===== config.mk =====
export PLATFORM = sky130hd
export DESIGN_NAME = banner_scroller
export DESIGN_NICKNAME = d
export VERILOG_FILES = /design/src/rtl/banner_scroller.sv
export SDC_FILE = /design/constraint.sdc
export NUM_CORES = 1
export LEC_CHECK = 0
export CAP_MARGIN = 20
export CORE_MARGIN = 4
export CORE_UTILIZATION = 45
export CTS_CLUSTER_SIZE = 20
export DETAILED_ROUTE_END_ITERATION = 10
export PLACE_DENSITY = 0.73
export SLEW_MARGIN = 25
export SYNTH_ARGS = -nofsm -noshare
export SYNTH_HDL_FRONTEND = slang
export SYNTH_SLANG_ARGS = --single-unit

===== constraint.sdc =====
create_clock -name clk -period 2.65 [get_ports clk]
set_input_delay 0.3975 -clock clk [delete_from_list [all_inputs] [get_ports clk]]
set_output_delay 0.3975 -clock clk [all_outputs]
set_load 0.1 [all_outputs]

===== src/rtl/banner_scroller.sv =====
// banner_scroller: rotates a loadable hex-digit message through a 7-segment window
// one digit per tick, holding for a programmable number of ticks at each wrap.
module banner_scroller #(
    parameter int MSG_LEN     = 10,
    parameter int DIGITS      = 4,
    parameter int PAUSE_TICKS = 3,
    localparam int PW = (MSG_LEN > 1) ? $clog2(MSG_LEN) : 1,
    localparam int CW = (PAUSE_TICKS > 0) ? $clog2(PAUSE_TICKS + 1) : 1
) (
    input  logic                  clk,
    input  logic                  reset,
    input  logic                  tick,
    input  logic                  load,
    input  logic [4*MSG_LEN-1:0]  msg_in,
    input  logic                  start,
    input  logic                  stop,
    input  logic                  dir,
    output logic [4*DIGITS-1:0]   window,
    output logic [PW-1:0]         pos,
    output logic                  busy,
    output logic                  wrap
);

    typedef enum logic [1:0] {IDLE, SCROLL, PAUSE} state_t;

    state_t               state_q, state_d;
    logic [4*MSG_LEN-1:0] msg_q, msg_d, rol, ror;
    logic [PW-1:0]        pos_q, pos_d, pos_step;
    logic [CW-1:0]        cnt_q, cnt_d;
    logic                 wrap_q, wrap_d;

    // Nibble 0 in bit order is the last message digit, so a left scroll moves
    // every nibble up one slot and brings the top nibble round to the bottom.
    always_comb begin
        rol = '0;
        ror = '0;
        for (int i = 0; i < MSG_LEN; i++) begin
            rol[4*i +: 4] = msg_q[4*((i + MSG_LEN - 1) % MSG_LEN) +: 4];
            ror[4*i +: 4] = msg_q[4*((i + 1) % MSG_LEN) +: 4];
        end
    end

    always_comb begin
        pos_step = dir ? ((pos_q == '0) ? PW'(MSG_LEN - 1) : pos_q - PW'(1))
                       : ((pos_q == PW'(MSG_LEN - 1)) ? '0 : pos_q + PW'(1));
    end

    always_comb begin
        state_d = state_q;
        msg_d   = msg_q;
        pos_d   = pos_q;
        cnt_d   = cnt_q;
        wrap_d  = 1'b0;
        if (load) begin
            msg_d   = msg_in;
            pos_d   = '0;
            cnt_d   = '0;
            state_d = IDLE;
        end else if (stop && state_q != IDLE) begin
            state_d = IDLE;
            cnt_d   = '0;
        end else if (start && state_q == IDLE) begin
            state_d = SCROLL;
        end else if (tick && state_q == SCROLL) begin
            msg_d = dir ? ror : rol;
            pos_d = pos_step;
            if (pos_step == '0) begin
                wrap_d = 1'b1;
                if (PAUSE_TICKS > 0) begin
                    state_d = PAUSE;
                    cnt_d   = '0;
                end
            end
        end else if (tick && state_q == PAUSE) begin
            cnt_d   = cnt_q + CW'(1);
            state_d = (cnt_q + CW'(1) == CW'(PAUSE_TICKS)) ? SCROLL : PAUSE;
        end
    end

    always_ff @(posedge clk or negedge reset) begin
        if (!reset) begin
            state_q <= IDLE;
            msg_q   <= '0;
            pos_q   <= '0;
            cnt_q   <= '0;
            wrap_q  <= 1'b0;
        end else begin
            state_q <= state_d;
            msg_q   <= msg_d;
            pos_q   <= pos_d;
            cnt_q   <= cnt_d;
            wrap_q  <= wrap_d;
        end
    end

    assign window = msg_q[4*MSG_LEN-1 -: 4*DIGITS];
    assign pos    = pos_q;
    assign busy   = (state_q != IDLE);
    assign wrap   = wrap_q;

endmodule


# After elaboration in Yosys (flattened, before gate mapping)
# Index checks and enable logic that the tools add are counted.
[word_totals]
ff_bits = 49
latch_bits = 0
mem_bits_rw = 0
romBits = 0
inputBits = 47
output_inout_bits = 22
word_cells = 61
n_memories = 0
[classes]
addsub = 3
n_mul = 0
n_div = 0
n_lt_le_gt_ge = 0
eq_ne = 9
shifts = 0
n_mux = 30
bitwise = 0
n_reduce_logical = 14
[ops]
columns = ["op", "count"]
rows = [
  ["2-to-1 mux 40 bit", 5],
  ["2-to-1 mux 4 bit", 7],
  ["2-to-1 mux 2 bit", 13],
  ["logical NOT 4 bit", 2],
  ["AND reduction 3 bit", 2],
  ["2-to-1 mux 1 bit", 5],
  ["!= test 5 x 4 -> 1 bit, second input constant", 1],
  ["nonzero test 5 bit", 1],
  ["adder 4 x 1 -> 4 bit, second input constant", 1],
  ["equality test 2 bit, second input constant", 2],
  ["equality test 4 bit, second input constant", 1],
  ["logical AND 1 bit", 4],
  ["!= test 2 bit, second input constant", 2],
  ["!= test 4 x 3 -> 1 bit, second input constant", 1],
  ["nonzero test 2 bit", 2],
  ["nonzero test 4 bit", 1],
  ["subtractor 4 x 1 -> 4 bit, second input constant", 1],
  ["!= test 3 bit, second input constant", 1],
  ["adder 2 x 1 -> 2 bit, second input constant", 1],
  ["equality test 2 x 1 -> 1 bit, second input constant", 1],
  ["logical NOT 2 bit", 1],
  ["AND reduction 2 bit", 1],
]

# Logic depth before layout (Yosys ltp)
# Gate-level depths: netlist of run 1.
[depth]
word_depth = 9
depth_mapped = 8
ltp_nobuf = 7

# Worst setup path after synthesis of run 1
# OpenSTA, ideal clock, no wires.
[synth_timing]
kind = "reg2reg"
from = "reg pos_q[0] (netlist: pos[0])"
to = "reg cnt_q[1]"
t_arrival_ns = 2.591
path_slack_ns = -0.068
stages_incl_launch_ff = 8
path_buffers = 1
synth_period_minus_slack_ns = 2.718
path_cell_list = "dfrtp_1 -> buf_2 -> inv_1 -> ha_1 -> o311a_1 -> a2bb2oi_1 -> o21a_1 -> o32a_1"
[synth_between]
elab_chain_cells = 6
[synth_rtl]
columns = ["element", "line_no", "text"]
rows = [
  ["start, declared", "28", "logic [PW-1:0] pos_q, pos_d, pos_step;"],
  ["start signal, assigned", "90", "pos_q <= pos_d;"],
  ["adder 4 x 1 -> 4 bit, or another cell as far along", "45", ": ((pos_q == PW'(MSG_LEN - 1)) ? '0 : pos_q + PW'(1));"],
  ["2-to-1 mux 4 bit, on equally long branches", "45, 44", ""],
  ["2-to-1 mux 4 bit (*)", "44", "pos_step = dir ? ((pos_q == '0) ? PW'(MSG_LEN - 1) : pos_q - PW'(1))"],
  ["logical NOT 4 bit (*)", "67", "if (pos_step == '0) begin"],
  ["!= test 4 x 3 -> 1 bit (no source line) (*)", "-", ""],
  ["AND reduction 3 bit (no source line) (*)", "-", ""],
  ["end signal, assigned", "91", "cnt_q <= cnt_d;"],
  ["end, declared", "29", "logic [CW-1:0] cnt_q, cnt_d;"],
]
# Mark *: on every way between the ends. The rest lies on a longest branch, timed or not.
# A chain may end at the register's enable or synchronous reset.

# Final worst setup path of run 1
# Ends and elaborated chain as after synthesis.

==> results of run 1 <==
## sequential cells by signal, summed over array words and instances (netlist names)
name	flops
pos	4
cnt_q	2
wrap	1
msg_q	40
state_q	2
## cell type report
cell class / instances / area share
Multi-Input combinational cell: 277 / 0.432
Sequential cell: 49 / 0.326
Timing Repair Buffer: 75 / 0.180
Tap cell: 77 / 0.0256
Clock buffer: 6 / 0.0193
Clock inverter: 2 / 0.0103
Inverter: 7 / 0.00699
## routing by layer
metal  global-route usage  vias to the layer above  wire length, um
li1                     -                     1362                -
met1                0.250                     1253             3300
met4               0.0603                        0              129
met5                    0                        -                0
met2                0.305                       73             3650
met3               0.0364                       10              389
## per-stage QoR
stage | instances | setup slack (ns) | hold slack, ns
finish | 493 | 0.514 | 0.0793
global route | 493 | 0.396 | 0.123
CTS | 493 | 0.528 | 0.0960
detailed placement | 485 | 0.447 | 0.430
global placement | 485 | 0.531 | 0.430
floorplan | 376 | 0.0349 | 0.102
## Yosys cell counts (all sizes together)
cell type  number  area share
or4b            1      0.0032
a2111o          1      0.0036
o21a            1      0.0024
or2b            1      0.0024
nor2           48       0.058
dfrtp          49        0.40
a22o            1      0.0028
and4b           1      0.0032
buf            23       0.048
clkbuf         20       0.024
and2            1      0.0020
a221o           1      0.0032
o31ai           1      0.0024
o32a            1      0.0032
a221oi          1      0.0028
mux2i          40        0.13
nand2          49       0.059
nor3b           2      0.0048
o21ai          43       0.069
o41ai           1      0.0028
and3b           1      0.0028
inv             7      0.0085
nor3            3      0.0048
nor4            2      0.0040
o311a           1      0.0032
a211oi          4       0.013
a2bb2oi         2      0.0057
and3            1      0.0020
a21oi          48       0.078
nand3           1      0.0016
nor2b           5       0.010
nand3b          2      0.0048
o211ai          3      0.0073
nand2b          5       0.010
ha              5       0.020
## logic make-up after synthesis
group / count (synthesis)
flops: 49
fa+ha+maj: 5
simple gates: 123
buf+inv: 50
mux: 40
compound gates: 109
## power breakdown
part	leakage (nW)	switching (W)	total, W	internal [W]
Sequential	0.610	0.0000849	0.000900	0.000815
Combinational	1.01	0.000419	0.000639	0.000220
Clock	0.0554	0.000260	0.000544	0.000284
Total	1.68	0.000764	0.00208	0.00132
## worst max-delay path by stage
stage                            start                     end  slack (ns)  cells after the start
finish              pos[0]$_DFFE_PN0P_    cnt_q[1]$_DFFE_PN0P_        0.51                      6
global route        pos[0]$_DFFE_PN0P_  state_q[0]$_DFFE_PN0P_        0.40                      7
CTS                 pos[0]$_DFFE_PN0P_    cnt_q[1]$_DFFE_PN0P_        0.53                      6
detailed placement                tick   msg_q[37]$_DFFE_PN0P_        0.45                      6
global placement                  tick   msg_q[31]$_DFFE_PN0P_        0.53                      6
floorplan           pos[1]$_DFFE_PN0P_    cnt_q[1]$_DFFE_PN0P_        0.03                      6
## worst max-delay path, stage by stage (launching register included)
cell       delay (ns)
dfrtp_2          0.52
inv_1            0.10
ha_1             0.25
o311a_1          0.38
a2bb2oi_1        0.20
o21a_1           0.24
o32a_1           0.33
==> metrics.md, run 1 <==
| Metric | Value |
|---|---|
| Worst EP arrival | `2.33 ns` |
| GR Util All Layers | `0.186` |
| Commonest non-fill, non-tap cell in the layout | `nand2_1` |
| Cells after Synth | `376` |
| Max-slew violation count | `0` |
| Clock Pin Slew Worst Setup and Hold Paths | `0.09 ns` |
| Fin crit share | `0.806` |
| Setup TNS | `0 ns` |
| Setup Buffers After CTS | `0` |
| CTS buffer count | `5` |
| Die X | `91.0 um` |
| Final instance area | `3760 um2` |
| DRC Markers | `0` |
| Min cycle time layout | `2.14 ns` |
| DR vias/cell | `5.47` |
| Syn Area/Cell | `8.24 um2` |
| VDD IR-drop max | `0.286 mV` |
| HPWL after DPL | `5330 um` |
| Crit. End Element | `register` |
| Register area | `1230 um2` |
| Syn-to-layout area delta | `21.5%` |
| PD cells | `554 nW/um2` |
| Setup Viol. Count Final | `0` |
| Reg-to-Reg End | `cnt_q[1]$_DFFE_PN0P_` |
| Critical path peak fanout | `14` |
| Critical Path Source Type | `register` |
| Core Area | `6530 um2` |
| Area fraction in compound gates after synthesis | `0.200` |
| Flops & latches, synth | `49` |
| Max cap viols | `0` |
| RR Startpoint | `pos[0]$_DFFE_PN0P_` |
| Cts hold-fix bufs | `0` |
| Multiplexer area fraction after synthesis | `0.129` |
| Net Count, Synth | `428` |
| Rows | `29` |
| Overall Power | `0.00208 W` |
| Flop-to-flop setup slack | `0.51 ns` |
| Sink Count | `49` |
| GP Congestion | `0.848` |
| Sequential area share after synthesis | `0.396` |
| Outcome | `complete, no violations` |
| Tightest Pin Transition | `0.653 ns` |
| First-pass GRT wire length | `12,800 um` |
| Clock Tree Root | `clkbuf_8` |
| # H-tree levels | `2` |
| Nets | `467` |
| RSZ-0062 raised after global routing | `no` |
| Simple-gate share of the synthesized area | `0.174` |
| Final WL | `7460 um` |
| Area of the multi-input gates | `1620 um2` |
| Total number of vias | `2,698` |
| Port bufs | `68` |
| Post_cts resized | `0` |
| Worst reg2reg path depth | `6` |
| TritonCTS clock tree | `done` |
| Iter 0 DRT Violations | `214` |
| ANT nets after route | `0` |
| I/O pins | `69` |
| Area post-placement | `3650 um2` |
| # diodes | `0` |
| Initial antenna violation count | `0` |
| Hold Vio Cnt, Final | `0` |
| Max clock buf depth | `2` |
| Largest net degree at the start of global routing | `59` |
| Grt ovf | `0` |
| Critical path class | `reg -> reg` |
| Main combinational cell family by area after synthesis | `compound AO/OA/AOI/OAI gates` |
| Die area | `8270 um2` |
| Most frequent cells in the layout | `nand2_1, nor2_1, a21oi_1, dfrtp_1, clkdlybuf4s50_1` |
| Post-Synth Adder-Cell Area | `0.0202` |
| XOR/XNOR Fraction of Synth Area | `0` |
| Share of cells above drive strength 1 | `0.103` |
| Count of cell types in the netlist | `39` |
| DRT Pass-1 Iters | `4` |
| Starting Density | `0.474` |
| Lkg Pwr | `1.68 nW` |
| Wirelength per Cell | `15.1 um` |
| Die height | `91.0 um` |
| Fill cells | `634` |
| Vias in the first global route | `2,685` |
| Yosys warnings | `0` |
| Slew margin rel. | `0.565` |
| CP Data Required Time | `2.84 ns` |
| Final Skew | `0.00898 ns` |
| Synth Cell Area | `3100 um2` |
| Hold/Removal Path Class | `in -> async` |
| Post-Route Utilization | `0.576` |
| Fmax | `468 MHz` |
| Clock latency at the later pin of the worst-skew pair | `0.31 ns` |
Note: power is estimated with default switching activity, not from simulation.
==> run 2: changes to the inputs <==
- PLACE_DENSITY: 0.73 -> 0.75
- clock period: 2.65 -> 1.9 ns (I/O delays scaled with it)
==> metrics.md, run 2 (same netlist as run 1, synthesis figures left out) <==
| Metric | Value |
|---|---|
| Outcome | `complete, but fails checks` |
| Failing checks | `hold timing, setup timing` |
| GR Util All Layers | `0.197` |
| Max clock buf depth | `2` |
| GRT busiest layer | `met2` |
| Commonest non-fill, non-tap cell in the layout | `nand2_1` |
| Critical path peak fanout | `3` |
| DR vias/cell | `5.56` |
| Max-slew violation count | `0` |
| Syn-to-layout area delta | `33.6%` |
| Wirelength per Cell | `15.9 um` |
| Min cycle time layout | `2.00 ns` |
| Final Skew | `0.00928 ns` |
| Dpl ws | `-0.119 ns` |
| Max reg flops | `40` |
| RSZ-0062 raised after global routing | `yes` |
| Total number of vias | `2,819` |
| Clock Tree Root | `clkbuf_8` |
| Grt ovf | `0` |
| Met1 Usage GRT | `0.268` |
| Cts hold-fix bufs | `0` |
| HPWL after DPL | `5630 um` |
| Nets | `482` |
| Critical Path Source Type | `register` |
| DRC Markers | `0` |
| Setup TNS | `-0.213 ns` |
| Tightest Pin Transition | `0.601 ns` |
| Setup Viol. Count Final | `4` |
| Worst hold slack | `-0.0112 ns` |
| Slew margin rel. | `0.599` |
| CP Data Required Time | `2.08 ns` |
| Fin worst setup slack | `-0.103 ns` |
| Initial antenna violation count | `0` |
| VDD IR-drop max | `0.356 mV` |
| Die area | `8270 um2` |
| TritonCTS clock tree | `done` |
| Iter 0 DRT Violations | `169` |
| Hold/Removal Path Class | `in -> async` |
| Final WL | `8070 um` |
| Vias in the first global route | `2,725` |
| Die X | `91.0 um` |
| # H-tree levels | `2` |
| Share of cells above drive strength 1 | `0.186` |
| Crit. End Element | `register` |
| ANT nets after route | `0` |
| Post-Route Utilization | `0.633` |
| Largest net degree at the start of global routing | `81` |
| Non-Filler Instances | `507` |
| Lkg Pwr | `1.82 nW` |
| Critical path class | `reg -> reg` |
| First-pass GRT wire length | `13,500 um` |
| Max cap viols | `0` |
| Clock latency at the later pin of the worst-skew pair | `0.30 ns` |
| Met3 Use GR | `0.0364` |
| Hold Vio Cnt, Final | `24` |
| # diodes | `0` |
| Fin crit share | `1.05` |
| Core Area | `6530 um2` |
| GP Congestion | `0.862` |
| Port bufs | `68` |
| Worst EP arrival | `2.19 ns` |
| Fmax | `499 MHz` |
| Dpl cells | `492` |
| Die height | `91.0 um` |
| I/O pins | `69` |
| Sink Count | `49` |
| Met2 GRT Util | `0.315` |
| Rows | `29` |
| Most frequent cells in the layout | `nand2_1, a21oi_1, nor2_1, dfrtp_1, clkdlybuf4s50_1` |
| DRT Pass-1 Iters | `4` |
| Starting Density | `0.474` |
| PD cells | `726 nW/um2` |
| Clock Pin Slew Worst Setup and Hold Paths | `0.09 ns` |
| Top reg by flops | `msg_q` |
| CTS buffer count | `5` |
==> run 2: cell count changes in the layout (fill, tap and decap cells not counted), moves of 2 or more <==
cell	delta
inv_1	-2
ha_1	-4
buf_12	+9
buf_6	+2
dfrtp_1	-3
nor2_2	+3
nor2_1	-3
ha_4	+4
dfrtp_4	+4
buf_4	+4
==> run 2: path summary, 6_finish.rpt <==
kind | end | cells past startpoint | from | slack [ns]
setup reg to reg | cnt_q[1]$_DFFE_PN0P_ | 5 | pos[0]$_DFFE_PN0P_ | -0.10
setup / recovery | cnt_q[1]$_DFFE_PN0P_ | 5 | pos[0]$_DFFE_PN0P_ | -0.10
hold reg to reg | msg_q[13]$_DFFE_PN0P_ | 2 | msg_q[13]$_DFFE_PN0P_ | 0.58
max in group asynchronous | msg_q[12]$_DFFE_PN0P_ | 2 | reset | 1.36
hold / removal | msg_q[39]$_DFFE_PN0P_ | 1 | reset | -0.01
min in group clk | pos[0]$_DFFE_PN0P_ | 3 | dir | 0.46
==> run 2: report_power, final <==
part / internal (W) / total (W) / leakage [nW] / switching [W]
registers: 0.00114 / 0.00125 / 0.603 / 0.000116
clock network: 0.000383 / 0.000726 / 0.0540 / 0.000343
logic: 0.000394 / 0.00102 / 1.16 / 0.000630
==> run 2: area by class of cell <==
| cell class | count | area, um2 |
|---|---|---|
| timing repair buffer | 90 | 908 |
| sequential | 49 | 1240 |
| clock inverter | 2 | 35.0 |
| tap | 77 | 96.3 |
| fill | 543 | 2390 |
| clock buffer | 5 | 68.8 |
| multi-input combinational | 277 | 1750 |
| inverter | 7 | 33.8 |
==> run 2: what timing repair did <==
action / CTS / global route
buffers inserted: 6 / 2
resized for setup: 11 / 11
pin swaps: 7 / 6
endpoints found under the setup margin: 4 / 5
==> run 2: routing by layer <==
layer | up-vias | part of all wire
met5 | - | 0
li1 | 1387 | -
met4 | 0 | 0.017
met3 | 10 | 0.039
met2 | 61 | 0.50
met1 | 1361 | 0.44
==> run 2: worst max-delay path, stage by stage (launching register included) <==
cell	delay, ns
dfrtp_4	0.51
or4b_4	0.53
o311a_4	0.14
a2bb2oi_2	0.18
o21a_1	0.24
o32a_1	0.28
==> run 2: metrics by stage <==
stage	hold WS (ns)	area, um2	power [W]
floorplan	-0.0106	3150	0.00195
global placement	0.325	3860	0.00222
detailed placement	0.333	3860	0.00224
CTS	0.00140	4050	0.00299
global route	0.0322	4140	0.00315
finish	-0.0112	4140	0.00300
==> run 3: changes to the inputs <==
- CTS_BUF_LIST: unset -> sky130_fd_sc_hd__clkbuf_4
==> metrics.md, run 3 (same netlist as run 1, synthesis figures left out) <==
| Metric | Value |
|---|---|
| Outcome | `complete, but fails checks` |
| Failing checks | `setup timing` |
| Non-Filler Instances | `508` |
| Clock Tree Root | `clkbuf_4` |
| Die area | `8270 um2` |
| Syn-to-layout area delta | `32.9%` |
| Min cycle time layout | `2.02 ns` |
| Fin worst setup slack | `-0.115 ns` |
| Worst EP arrival | `2.28 ns` |
| DRT Pass-1 Iters | `4` |
| Core Area | `6530 um2` |
| Die X | `91.0 um` |
| Final WL | `8140 um` |
| Lkg Pwr | `1.81 nW` |
| Clock latency at the later pin of the worst-skew pair | `0.37 ns` |
| Critical path peak fanout | `3` |
| Fill cells | `550` |
| Grt ovf | `0` |
| Slew margin rel. | `0.582` |
| Dpl cells | `492` |
| Fmax | `496 MHz` |
| Ordered list of cells on the worst path | `or4b_4 > o311a_4 > a2bb2oi_2 > o21a_1 > o32a_1` |
| CP Data Required Time | `2.16 ns` |
| GR Util All Layers | `0.197` |
| Starting Density | `0.474` |
| Wirelength per Cell | `16.0 um` |
| Max-slew violation count | `0` |
| Final Skew | `0.0133 ns` |
| Max reg flops | `40` |
| RR Startpoint | `pos[0]$_DFFE_PN0P_` |
| Max clock buf depth | `2` |
| DRC Markers | `0` |
| Max incr delay on CP | `0.54 ns` |
| # H-tree levels | `2` |
| DR vias/cell | `5.60` |
| First-pass GRT wire length | `13,500 um` |
| GP Congestion | `0.862` |
| Port bufs | `68` |
| PD cells | `701 nW/um2` |
| Max cap viols | `0` |
| Initial antenna violation count | `0` |
| Dpl ws | `-0.119 ns` |
| I/O pins | `69` |
| Share of cells above drive strength 1 | `0.183` |
| Tightest Pin Transition | `0.627 ns` |
| Largest net degree at the start of global routing | `81` |
| Top reg by flops | `msg_q` |
| TritonCTS clock tree | `done` |
| Rows | `29` |
| CP Launch Point | `pos[0]$_DFFE_PN0P_` |
| Critical path class | `reg -> reg` |
| Post-Route Utilization | `0.630` |
| HPWL after DPL | `5630 um` |
| Iter 0 DRT Violations | `187` |
| Die height | `91.0 um` |
| ANT nets after route | `0` |
| Fin crit share | `1.06` |
| Nets | `483` |
| Vias in the first global route | `2,730` |
| HP Start | `dir` |
| # diodes | `0` |
| Hold Vio Cnt, Final | `0` |
| VDD IR-drop max | `0.326 mV` |
| Sink Count | `49` |
| Total number of vias | `2,843` |
| Hold/Removal Path Class | `in -> reg` |
| Setup Viol. Count Final | `4` |
| Most frequent cells in the layout | `nand2_1, a21oi_1, nor2_1` |
| Critical Path Source Type | `register` |
| Commonest non-fill, non-tap cell in the layout | `nand2_1` |
| RSZ-0062 raised after global routing | `yes` |
| Max stage delay cell, worst path | `or4b_4` |
| CTS buffer count | `5` |
| Overall Power | `0.00288 W` |
| Clock Pin Slew Worst Setup and Hold Paths | `0.14 ns` |
| Crit. End Element | `register` |
## run 3: layout make-up
| cell class | count | area (um2) | area share |
|---|---|---|---|
| clock buffer | 5 | 37.5 | 0.00912 |
| clock inverter | 2 | 35.0 | 0.00851 |
| inverter | 7 | 33.8 | 0.00821 |
| multi-input combinational | 277 | 1750 | 0.426 |
| sequential | 49 | 1240 | 0.302 |
| tap | 77 | 96.3 | 0.0234 |
| timing repair buffer | 91 | 918 | 0.223 |
## run 3: worst max-delay path, delay by kind of cell (launching register included)
kind	cells	cell delay (ns)
AOI/OAI and AO/OA	4	0.84
and+or+nand+nor	1	0.54
DFF	1	0.53
## run 3: metrics by stage
| step | hold WS [ns] | cell area, um2 | TNS [ns] |
|---|---|---|---|
| 6_report | 0.392 | 4120 | -0.276 |
| 3_3_place_gp | 0.325 | 3860 | 0 |
| 2_1_floorplan | -0.0106 | 3150 | -0.176 |
| 3_5_place_dp | 0.333 | 3860 | -0.248 |
| 5_1_grt | 0.399 | 4120 | -0.579 |
| 4_1_cts | 0.364 | 4030 | -0.102 |
## run 3: timing repair
item	in CTS	in global routing
hold buffers	1	0
endpoints found under the setup margin	4	5
cloned	0	0
pin swaps	7	6
buffers inserted	6	2
gates resized for setup	11	10
hold endpoints to repair	24	0
## run 3: layer usage
metal | track usage | wire, um | vias up
met5 | 0 | 0 | -
met4 | 0.0779 | 172 | 0
met3 | 0.0364 | 311 | 14
met2 | 0.314 | 3990 | 59
met1 | 0.267 | 3670 | 1375
li1 | - | - | 1395
## run 3: worst paths after layout
path / to / slack [ns] / cells past startpoint
max: cnt_q[1]$_DFFE_PN0P_ / -0.12 / 5
min: pos[0]$_DFFE_PN0P_ / 0.39 / 3
min in group asynchronous: msg_q[7]$_DFFE_PN0P_ / 0.44 / 2
min reg2reg: msg_q[13]$_DFFE_PN0P_ / 0.59 / 2
max in group asynchronous: msg_q[14]$_DFFE_PN0P_ / 0.89 / 3
max reg2reg: cnt_q[1]$_DFFE_PN0P_ / -0.12 / 5
## run 3: power breakdown
group          switching [W]  internal [W]
combinational       0.000632      0.000394
sequential          0.000116       0.00114
clock               0.000334      0.000269
total                0.00108       0.00180
